<file path="config.mk">
export PLATFORM = sky130hd
export DESIGN_NAME = q_update_controller
export DESIGN_NICKNAME = d
export VERILOG_FILES = /design/src/rtl/q_update_controller.sv
export SDC_FILE = /design/constraint.sdc
export NUM_CORES = 1
export LEC_CHECK = 0
export ABC_AREA = 1
export BUFFER_PORTS_ARGS = -buffer_cell sky130_fd_sc_hd__buf_2
export CORE_MARGIN = 3
export CORE_UTILIZATION = 35
export DETAILED_ROUTE_END_ITERATION = 8
export PLACE_DENSITY = 0.51
export SETUP_SLACK_MARGIN = 0.4
export SYNTH_ARGS = -nofsm -noshare
export SYNTH_HDL_FRONTEND = slang
export SYNTH_SLANG_ARGS = --single-unit
</file>
<file path="constraint.sdc">
create_clock -name clk -period 6.55 [get_ports clk]
set_input_delay 0 -clock clk [delete_from_list [all_inputs] [get_ports clk]]
set_output_delay 0 -clock clk [all_outputs]
set_load 0.02 [all_outputs]
</file>
<file path="src/rtl/q_update_controller.sv">
`default_nettype none
// ============================================================================
// Module   : q_update_controller
// Brief    : Sequences one shift-based Q-learning update on a single-port Q-table.
// Revision : 1.0
// ============================================================================
module q_update_controller #(
    parameter int ROWS        = 5,
    parameter int COLS        = 5,
    parameter int ACTIONS     = 4,
    parameter int ADDR_WIDTH  = 7,
    parameter int DATA_WIDTH  = 8,
    parameter int ALPHA_SHIFT = 2,
    parameter int GAMMA_SHIFT = 3
) (
    input  logic                         clk,
    input  logic                         rst,
    input  logic                         req_valid,
    output logic                         req_ready,
    input  logic [2:0]                   row,
    input  logic [2:0]                   col,
    input  logic [1:0]                   action,
    input  logic [2:0]                   next_row,
    input  logic [2:0]                   next_col,
    input  logic signed [DATA_WIDTH-1:0] reward,
    input  logic                         terminal,
    output logic                         mem_en,
    output logic                         mem_we,
    output logic [ADDR_WIDTH-1:0]        mem_addr,
    output logic [DATA_WIDTH-1:0]        mem_wdata,
    input  logic [DATA_WIDTH-1:0]        mem_rdata,
    output logic                         done,
    output logic                         error,
    output logic [DATA_WIDTH-1:0]        q_new,
    output logic [1:0]                   best_action
);

    localparam int c_iw = DATA_WIDTH + 3;

    localparam logic [2:0] c_st_idle    = 3'd0;
    localparam logic [2:0] c_st_rd_sa   = 3'd1;
    localparam logic [2:0] c_st_rd_next = 3'd2;
    localparam logic [2:0] c_st_rd_last = 3'd3;
    localparam logic [2:0] c_st_calc    = 3'd4;
    localparam logic [2:0] c_st_write   = 3'd5;
    localparam logic [2:0] c_st_done    = 3'd6;

    localparam logic [2:0]              c_rows     = 3'(ROWS);
    localparam logic [2:0]              c_cols     = 3'(COLS);
    localparam logic [1:0]              c_last_k   = 2'(ACTIONS - 1);
    localparam logic [ADDR_WIDTH-1:0]   c_addr_one = {{(ADDR_WIDTH-1){1'b0}}, 1'b1};
    localparam logic signed [c_iw-1:0]  c_qmax     = c_iw'((2 ** (DATA_WIDTH - 1)) - 1);
    localparam logic signed [c_iw-1:0]  c_qmin     = ~c_qmax;

    logic [2:0]                   r_state;
    logic [1:0]                   r_k;
    logic [ADDR_WIDTH-1:0]        r_addr_sa;
    logic [ADDR_WIDTH-1:0]        r_next_base;
    logic signed [DATA_WIDTH-1:0] r_reward;
    logic                         r_terminal;
    logic signed [DATA_WIDTH-1:0] r_q_sa;
    logic signed [DATA_WIDTH-1:0] r_maxq;
    logic [1:0]                   r_best;

    logic                         w_range_err;
    logic signed [c_iw-1:0]       w_maxq_x, w_reward_x, w_qsa_x;
    logic signed [c_iw-1:0]       w_g, w_target, w_delta, w_sum;
    logic [DATA_WIDTH-1:0]        w_q_sat;

    function automatic logic [ADDR_WIDTH-1:0] f_addr(input logic [2:0] r,
                                                     input logic [2:0] c,
                                                     input logic [1:0] a);
        int unsigned v;
        v = (int'(r) * COLS + int'(c)) * ACTIONS + int'(a);
        return v[ADDR_WIDTH-1:0];
    endfunction

    // Next-state coordinates are irrelevant when the episode ends there.
    assign w_range_err = (row >= c_rows) || (col >= c_cols) ||
                         (!terminal && ((next_row >= c_rows) || (next_col >= c_cols)));

    assign w_maxq_x   = {{3{r_maxq[DATA_WIDTH-1]}}, r_maxq};
    assign w_reward_x = {{3{r_reward[DATA_WIDTH-1]}}, r_reward};
    assign w_qsa_x    = {{3{r_q_sa[DATA_WIDTH-1]}}, r_q_sa};
    assign w_g        = w_maxq_x - (w_maxq_x >>> GAMMA_SHIFT);
    assign w_target   = w_reward_x + w_g;
    assign w_delta    = w_target - w_qsa_x;
    assign w_sum      = w_qsa_x + (w_delta >>> ALPHA_SHIFT);
    assign w_q_sat    = (w_sum > c_qmax) ? c_qmax[DATA_WIDTH-1:0] :
                        (w_sum < c_qmin) ? c_qmin[DATA_WIDTH-1:0] : w_sum[DATA_WIDTH-1:0];

    always_ff @(posedge clk) begin
        if (rst) begin
            r_state     <= c_st_idle;
            r_k         <= '0;
            r_addr_sa   <= '0;
            r_next_base <= '0;
            r_reward    <= '0;
            r_terminal  <= 1'b0;
            r_q_sa      <= '0;
            r_maxq      <= '0;
            r_best      <= '0;
            req_ready   <= 1'b1;
            mem_en      <= 1'b0;
            mem_we      <= 1'b0;
            mem_addr    <= '0;
            mem_wdata   <= '0;
            done        <= 1'b0;
            error       <= 1'b0;
            q_new       <= '0;
            best_action <= '0;
        end else begin
            mem_en <= 1'b0;
            mem_we <= 1'b0;
            done   <= 1'b0;
            case (r_state)
                c_st_idle: begin
                    if (req_valid && req_ready) begin
                        req_ready   <= 1'b0;
                        r_addr_sa   <= f_addr(row, col, action);
                        r_next_base <= f_addr(next_row, next_col, 2'd0);
                        r_reward    <= reward;
                        r_terminal  <= terminal;
                        r_k         <= '0;
                        r_maxq      <= '0;
                        r_best      <= '0;
                        if (w_range_err) begin
                            r_state     <= c_st_done;
                            done        <= 1'b1;
                            error       <= 1'b1;
                            q_new       <= '0;
                            best_action <= '0;
                        end else begin
                            r_state  <= c_st_rd_sa;
                            mem_en   <= 1'b1;
                            mem_addr <= f_addr(row, col, action);
                        end
                    end
                end
                c_st_rd_sa: begin
                    if (r_terminal) begin
                        r_state <= c_st_rd_last;
                    end else begin
                        r_state  <= c_st_rd_next;
                        mem_en   <= 1'b1;
                        mem_addr <= r_next_base;
                    end
                end
                c_st_rd_next: begin
                    // Data arriving now belongs to the read issued one cycle earlier.
                    if (r_k == 2'd0) begin
                        r_q_sa <= $signed(mem_rdata);
                    end else if ((r_k == 2'd1) || ($signed(mem_rdata) > r_maxq)) begin
                        r_maxq <= $signed(mem_rdata);
                        r_best <= r_k - 2'd1;
                    end
                    if (r_k == c_last_k) begin
                        r_state <= c_st_rd_last;
                    end else begin
                        r_k      <= r_k + 2'd1;
                        mem_en   <= 1'b1;
                        mem_addr <= mem_addr + c_addr_one;
                    end
                end
                c_st_rd_last: begin
                    if (r_terminal) begin
                        r_q_sa <= $signed(mem_rdata);
                    end else if ($signed(mem_rdata) > r_maxq) begin
                        r_maxq <= $signed(mem_rdata);
                        r_best <= c_last_k;
                    end
                    r_state <= c_st_calc;
                end
                c_st_calc: begin
                    r_state   <= c_st_write;
                    mem_en    <= 1'b1;
                    mem_we    <= 1'b1;
                    mem_addr  <= r_addr_sa;
                    mem_wdata <= w_q_sat;
                end
                c_st_write: begin
                    r_state     <= c_st_done;
                    done        <= 1'b1;
                    error       <= 1'b0;
                    q_new       <= mem_wdata;
                    best_action <= r_best;
                end
                c_st_done: begin
                    r_state   <= c_st_idle;
                    req_ready <= 1'b1;
                end
                default: begin
                    r_state   <= c_st_idle;
                    req_ready <= 1'b1;
                end
            endcase
        end
    end

endmodule
`default_nettype wire

</file>
==> results.txt, run 1 <==
Final min period = 4.46 ns
Reg2reg setup slack = 2.09 ns
Die height = 126 um
Wire per inst = 13.7 um
Most frequent cells in the layout = nand2_1 (149), inv_1 (102), dfxtp_1 (74), a21oi_1 (72), nor2_1 (65)
Nature of the critical path endpoint = flip-flop
Die X = 126 um
Worst endpoint data arrival time = 4.67 ns
Input/output buffers = 63
Worst hold stages = 3
Clock Tree Root = clkbuf_16
DRT antenna net count = 0
H-tree Lvls = 3
Yosys cell types = 38
Setup bufs post-CTS = 0
Post-Route WL = 13.2 mm
Maxcap violations = 0
CP Class = flip-flop to flip-flop
Max Clk Rate = 0.224 GHz
Clk Latency, worst-skew pair = 0.34 ns
Drt pass-1 iters = 5
Layout Nets = 875
DR WL met2 = 6.29 mm
Req. time, crit path = 6.76 ns
Commonest non-fill, non-tap cell in the layout = nand2_1
Final Max Tran Viols = 0
Post-synth EDFFs = 0
Number of DRC markers in iteration 0 = 307
GRT Overall Usage = 17.3%
Mapped Area = 5010 sq um
Num Clock Sinks = 74
Dpl cell area = 5480 sq um
Crit path launch type = flip-flop
Max Used Layer = met4
RSZ-0062 raised after global routing = false
Final period util = 68.1%
TritonCTS clock tree = built
Initial antenna violation count = 0
Via density = 4.89
Final Instance Area = 5960 sq um
Die area = 15800 sq um
Gpl congestion = 0.898
Clock Skews = 0.00983 ns
Global-route wire length before repair = 22.0 mm
Post-synthesis sequential area ratio = 29.6%
Core area = 13900 sq um
Mean Syn Cell Area = 7.17 sq um
CTS max path bufs = 2
Grt total ovfl = 0
Vias = 4693
Met1 wire length = 6.20 mm
CP Max Fanout = 5
Hold WC Path Type = primary input to flip-flop
Diodes inserted = 0
Post-synthesis cell count = 699
Initial Util = 36.0%
Reg clk slew, reported paths = 0.06 ns
R2R depth = 21
Synth-to-Final Area Change = 19.0%
Via count of the first global-routing pass = 4563
Rows = 43
Final Setup Violations = 0
Fillers = 1487
IO Pins = 64
Worst slew margin = 35.9%
DRC = 0
Status = finished clean
PostCTS Resize Cnt = 0
DP HPWL = 10.4 mm
TNS Setup = 0 ns
Ys Warns = 0
Largest net degree at the start of global routing = 38
Syn nets = 799
Fraction of registers with async set or reset after synthesis = 0%
Inserted Clock Buffers = 9
DR WL met3 = 498 um
Dominant synthesized flop cell = dfxtp_1
Seq cells post-synth = 74
Layout cells sized above 1 = 13.3%
Slew @ Worst Pin = 0.956 ns
Final Hold Vio Count = 0
cell usage after synthesis (all sizes together), types with 4 or more instances:
cell type	n	area, sq um
buf	4	32.5
nor2	71	287
o22ai	4	25.0
o21ai	53	265
inv	108	405
a21oi	72	360
ha	48	601
nand3	31	155
xnor2	8	70.1
dfxtp	74	1480
xor2	11	96.3
fa	18	360
clkbuf	13	48.8
nand2	156	613
repair_timing:
action,4_1_cts,5_1_grt
setup endpoints to repair,0,0
hold endpoints to repair,18,0
hold buffers,18,0
critical path, cell delays in order, from the launching register on:
cell and delay [ns]:
dfxtp_1 0.30, inv_1 0.06, fa_1 0.52, inv_1 0.05
fa_1 0.45, ha_1 0.36, nand2_1 0.09, o31ai_1 0.33
a21oi_1 0.19, o21ai_0 0.25, xor2_1 0.22, ha_1 0.29
nand2_1 0.12, inv_1 0.05, nand2_1 0.06, nand2_1 0.05
nor2_1 0.15, nor2_1 0.06, nor2_1 0.19, inv_1 0.10
a21oi_1 0.32, a21oi_1 0.11
flip-flops by register name, indices dropped and copies added (netlist names), 5 cells and up:
name	flops
r_maxq	8
r_reward	8
mem_wdata	8
r_q_sa	8
r_next_base	5
mem_addr	7
q_new	8
r_addr_sa	7
path summary, 6_finish.rpt:
kind                      from            to
hold reg to reg   r_addr_sa[3]  r_addr_sa[3]
setup reg to reg   r_reward[2]  mem_wdata[2]
hold / removal    mem_rdata[1]     r_q_sa[1]
setup / recovery   r_reward[2]  mem_wdata[2]
per-stage QoR:
stage,util [%],setup WS (ns),hold slack [ns],cells
6_report,42.8,2.09,0.0251,960
5_1_grt,42.8,1.40,0.0399,960
4_1_cts,42.8,2.13,0.00699,960
3_5_place_dp,39.3,2.14,0.234,926
3_3_place_gp,39.3,2.29,0.236,926
2_1_floorplan,-,2.55,0.135,699
area by class of cell:
type / count / area [sq um] / area share, %
multi-input combinational: 499 / 3040 / 51.0
tap: 180 / 225 / 3.78
inverter: 109 / 409 / 6.86
clock inverter: 6 / 63.8 / 1.07
clock buffer: 10 / 239 / 4.01
sequential: 74 / 1480 / 24.9
timing repair buffer: 82 / 503 / 8.44
cell families (layout without fill, tap and decap cells):
family / after synthesis / in the layout / synth area share (%)
AND/OR/NAND/NOR: 269 / 269 / 22.6
AO/OA/AOI/OAI: 145 / 145 / 15.5
buffers and inverters: 126 / 207 / 9.79
flip-flops: 74 / 74 / 29.6
adder cells (fa/ha/maj): 66 / 66 / 19.2
XOR/XNOR: 19 / 19 / 3.32
metal layers:
layer | up-vias | GRT usage (%)
li1 | 2397 | -
met1 | 2185 | 22.3
met2 | 99 | 29.6
met3 | 12 | 2.97
met4 | 0 | 5.74
met5 | - | 0
Power of run 1 is not shown: default switching activity piles up to over one toggle a cycle in this logic, so the estimate is an artifact.
==> run 2, diff against run 1 <==
--- a/config.mk
+++ b/config.mk
@@ -5,12 +5,12 @@
 export SDC_FILE = /design/constraint.sdc
 export NUM_CORES = 1
 export LEC_CHECK = 0
-export ABC_AREA = 1
+export ABC_AREA = 0
 export BUFFER_PORTS_ARGS = -buffer_cell sky130_fd_sc_hd__buf_2
 export CORE_MARGIN = 3
 export CORE_UTILIZATION = 35
 export DETAILED_ROUTE_END_ITERATION = 8
-export PLACE_DENSITY = 0.51
+export PLACE_DENSITY = 0.53
 export SETUP_SLACK_MARGIN = 0.4
 export SYNTH_ARGS = -nofsm -noshare
 export SYNTH_HDL_FRONTEND = slang
==> constraint.sdc (replaced) <==
create_clock -name clk -period 4.1 [get_ports clk]
set_input_delay 0 -clock clk [delete_from_list [all_inputs] [get_ports clk]]
set_output_delay 0 -clock clk [all_outputs]
set_load 0.02 [all_outputs]
==> results.txt, run 2 <==
Synth-to-Final Area Change = 27.3%
Post-synthesis cell count = 578 (-17%)
Post-synth top cells = dfxtp_1 (74), nand2_1 (62), a21oi_1 (59)
Rows = 42 (-2.3%)
Layout cells sized above 1 = 25.2% (+12 points)
Core area = 13500 sq um (-3.1%)
Inserted Clock Buffers = 9 (unchanged)
Commonest non-fill, non-tap cell in the layout = dfxtp_1
Worst path buffer plus inverter count = 5 (+1)
Num Clock Sinks = 74 (unchanged)
Gpl congestion = 0.860 (-4.2%)
Fillers = 1301 (-13%)
Worst endpoint data arrival time = 4.33 ns (-0.34 ns)
CP Max Fanout = 7 (+2)
Req. time, crit path = 4.37 ns (-2.39 ns)
Hold WC Path Type = primary input to flip-flop
Hold_ws = 0.0543 ns (+0.0292 ns)
Die height = 125 um (-0.78%)
DRT antenna net count = 0 (unchanged)
Final Setup Violations = 0 (unchanged)
Initial Util = 36.5% (+0.54 points)
Ys Warns = 0 (unchanged)
Layout Nets = 773 (-12%)
Top cell type's share of synthesized area = 30.1% (+0.49 points)
Post-synth EDFFs = 0 (unchanged)
Critical path's top delay family = adder cells
Most frequent cells in the layout = dfxtp_1 (67), buf_2 (63), nand2_1 (62), inv_1 (49), a21oi_1 (49)
Clock Skews = 0.00886 ns (-0.000965 ns)
TritonCTS clock tree = built
Max Clk Rate = 0.246 GHz (+9.9%)
Top-count cell post-synth = dfxtp_1
CP Class = flip-flop to flip-flop
Nature of the critical path endpoint = flip-flop
Yosys top cell by area = dfxtp_1
Final Max Tran Viols = 0 (unchanged)
CTS max path bufs = 2 (unchanged)
Via count of the first global-routing pass = 4334 (-5.0%)
Wire per inst = 15.9 um (+16%)
Final min period = 4.06 ns (-0.400 ns)
Slew @ Worst Pin = 0.906 ns (-0.0499 ns)
Final period util = 99.0% (+31 points)
Post-synthesis sequential area ratio = 30.1% (+0.49 points)
Clock Tree Root = clkbuf_16
Reg clk slew, reported paths = 0.06 ns (about the same)
Global-route wire length before repair = 22.3 mm (+1.3%)
Die area = 15500 sq um (-1.5%)
GRT Overall Usage = 17.7% (+0.32 points)
Diodes inserted = 0 (unchanged)
Yosys cell types = 64 (+68%)
Largest net degree at the start of global routing = 48 (+26%)
Crit-path cells = inv_1, fa_2, inv_1, fa_2, inv_2, ha_1, and3b_2, o21ai_2, nor2b_2, xnor2_2, inv_1, fa_1, nand2b_2, a211oi_2, o221ai_2, buf_4, o21ai_4, nand3_1, a21oi_1
Worst slew margin = 39.5% (+3.6 points)
H-tree Lvls = 3 (unchanged)
Clk Latency, worst-skew pair = 0.34 ns (about the same)
DRC = 0 (unchanged)
Mean Syn Cell Area = 8.53 sq um (+19%)
Via density = 5.23 (+7.0%)
Syn nets = 678 (-15%)
Crit path launch type = flip-flop
Grt total ovfl = 0 (unchanged)
Dominant synthesized flop cell = dfxtp_1
Vias = 4469 (-4.8%)
Status = finished clean
Mapped Area = 4930 sq um (-1.6%)
DP HPWL = 10.0 mm (-3.5%)
IO Pins = 64 (unchanged)
Synth top area cells = dfxtp_1 (30%), ha_1 (12%), fa_1 (7.3%), a21oi_1 (6.0%), nand2_1 (4.7%)
Fraction of registers with async set or reset after synthesis = 0% (unchanged)
Seq cells post-synth = 74 (unchanged)
Drt pass-1 iters = 4 (-1)
Crit-path slowest cell = fa_2
Initial antenna violation count = 0 (unchanged)
Die X = 125 um (-0.78%)
Input/output buffers = 63 (unchanged)
Post-Route WL = 13.6 mm (+2.8%)
RSZ-0062 raised after global routing = true
Maxcap violations = 0 (unchanged)
Critical path's largest stage delay = 0.52 ns (about the same)
Worst path most repeated cell = inv_1
Number of DRC markers in iteration 0 = 236 (-23%)
Final Hold Vio Count = 0 (unchanged)
-- run 2: worst paths after layout --
| check | start | to | slack (ns) | cells past startpoint |
|---|---|---|---|---|
| worst max-delay path | r_q_sa[0] | mem_wdata[6] | 0.04 | 19 |
| worst max register to register | r_q_sa[0] | mem_wdata[6] | 0.04 | 19 |
| worst min-delay path | next_col[0] | r_next_base[2] | 0.05 | 4 |
| worst min register to register | r_reward[3] | r_reward[3] | 0.45 | 2 |
-- run 2: what timing repair did --
item / CTS / global route
gates resized for setup: 20 / 18
pin swaps: 23 / 13
buffers inserted: 8 / 0
endpoints found under the setup margin: 8 / 8
endpoints found under the hold margin: 27 / 0
hold buffers: 19 / 0
-- run 2: cell type report --
type,instances,area [sq um],share of cell area (%)
timing repair buffer,106,689,11.0
sequential,74,1490,23.8
clock buffer,12,256,4.09
tap,176,220,3.51
multi-input combinational,428,3340,53.2
inverter,54,203,3.23
clock inverter,4,73.8,1.18
-- run 2: per-stage QoR --
step                instance area (sq um)  util (%)  setup slack (ns)  setup TNS [ns]  instances
floorplan                            5030         -             0.196               0        578
global placement                     5560      41.2            0.0132               0        811
detailed placement                   5560      41.2           -0.0750          -0.494        811
CTS                                  6210      46.0            0.0601               0        854
global route                         6280      46.5            -0.141          -0.956        854
finish                               6280      46.5            0.0394               0        854
-- run 2: cells by family after synthesis --
group	Yosys count	share of synthesized area, %
AO/OA/AOI/OAI	177	23.4
XOR/XNOR	19	3.38
adder cells (fa/ha/maj)	66	19.5
buffers and inverters	76	6.45
flip-flops	74	30.1
multiplexers	9	2.11
AND/OR/NAND/NOR	157	15.2
-- run 2: layer usage --
layer  GRT usage, %  vias up  wire [um]
li1               -     2236          -
met1           24.2     2122       6620
met2           27.8       99       6180
met3           4.07       12        593
met4           5.09        0        162
met5              0        -          0
-- run 2: worst reg2reg max path, cell delays in order (launching register included) --
cell,delay (ns)
dfxtp_2,0.33
inv_1,0.05
fa_2,0.52
inv_1,0.06
fa_2,0.33
inv_2,0.06
ha_1,0.21
and3b_2,0.23
o21ai_2,0.15
nor2b_2,0.20
xnor2_2,0.14
inv_1,0.08
fa_1,0.40
nand2b_2,0.24
a211oi_2,0.24
o221ai_2,0.15
buf_4,0.16
o21ai_4,0.21
nand3_1,0.11
a21oi_1,0.12
Power of run 2 is left out for the same reason.
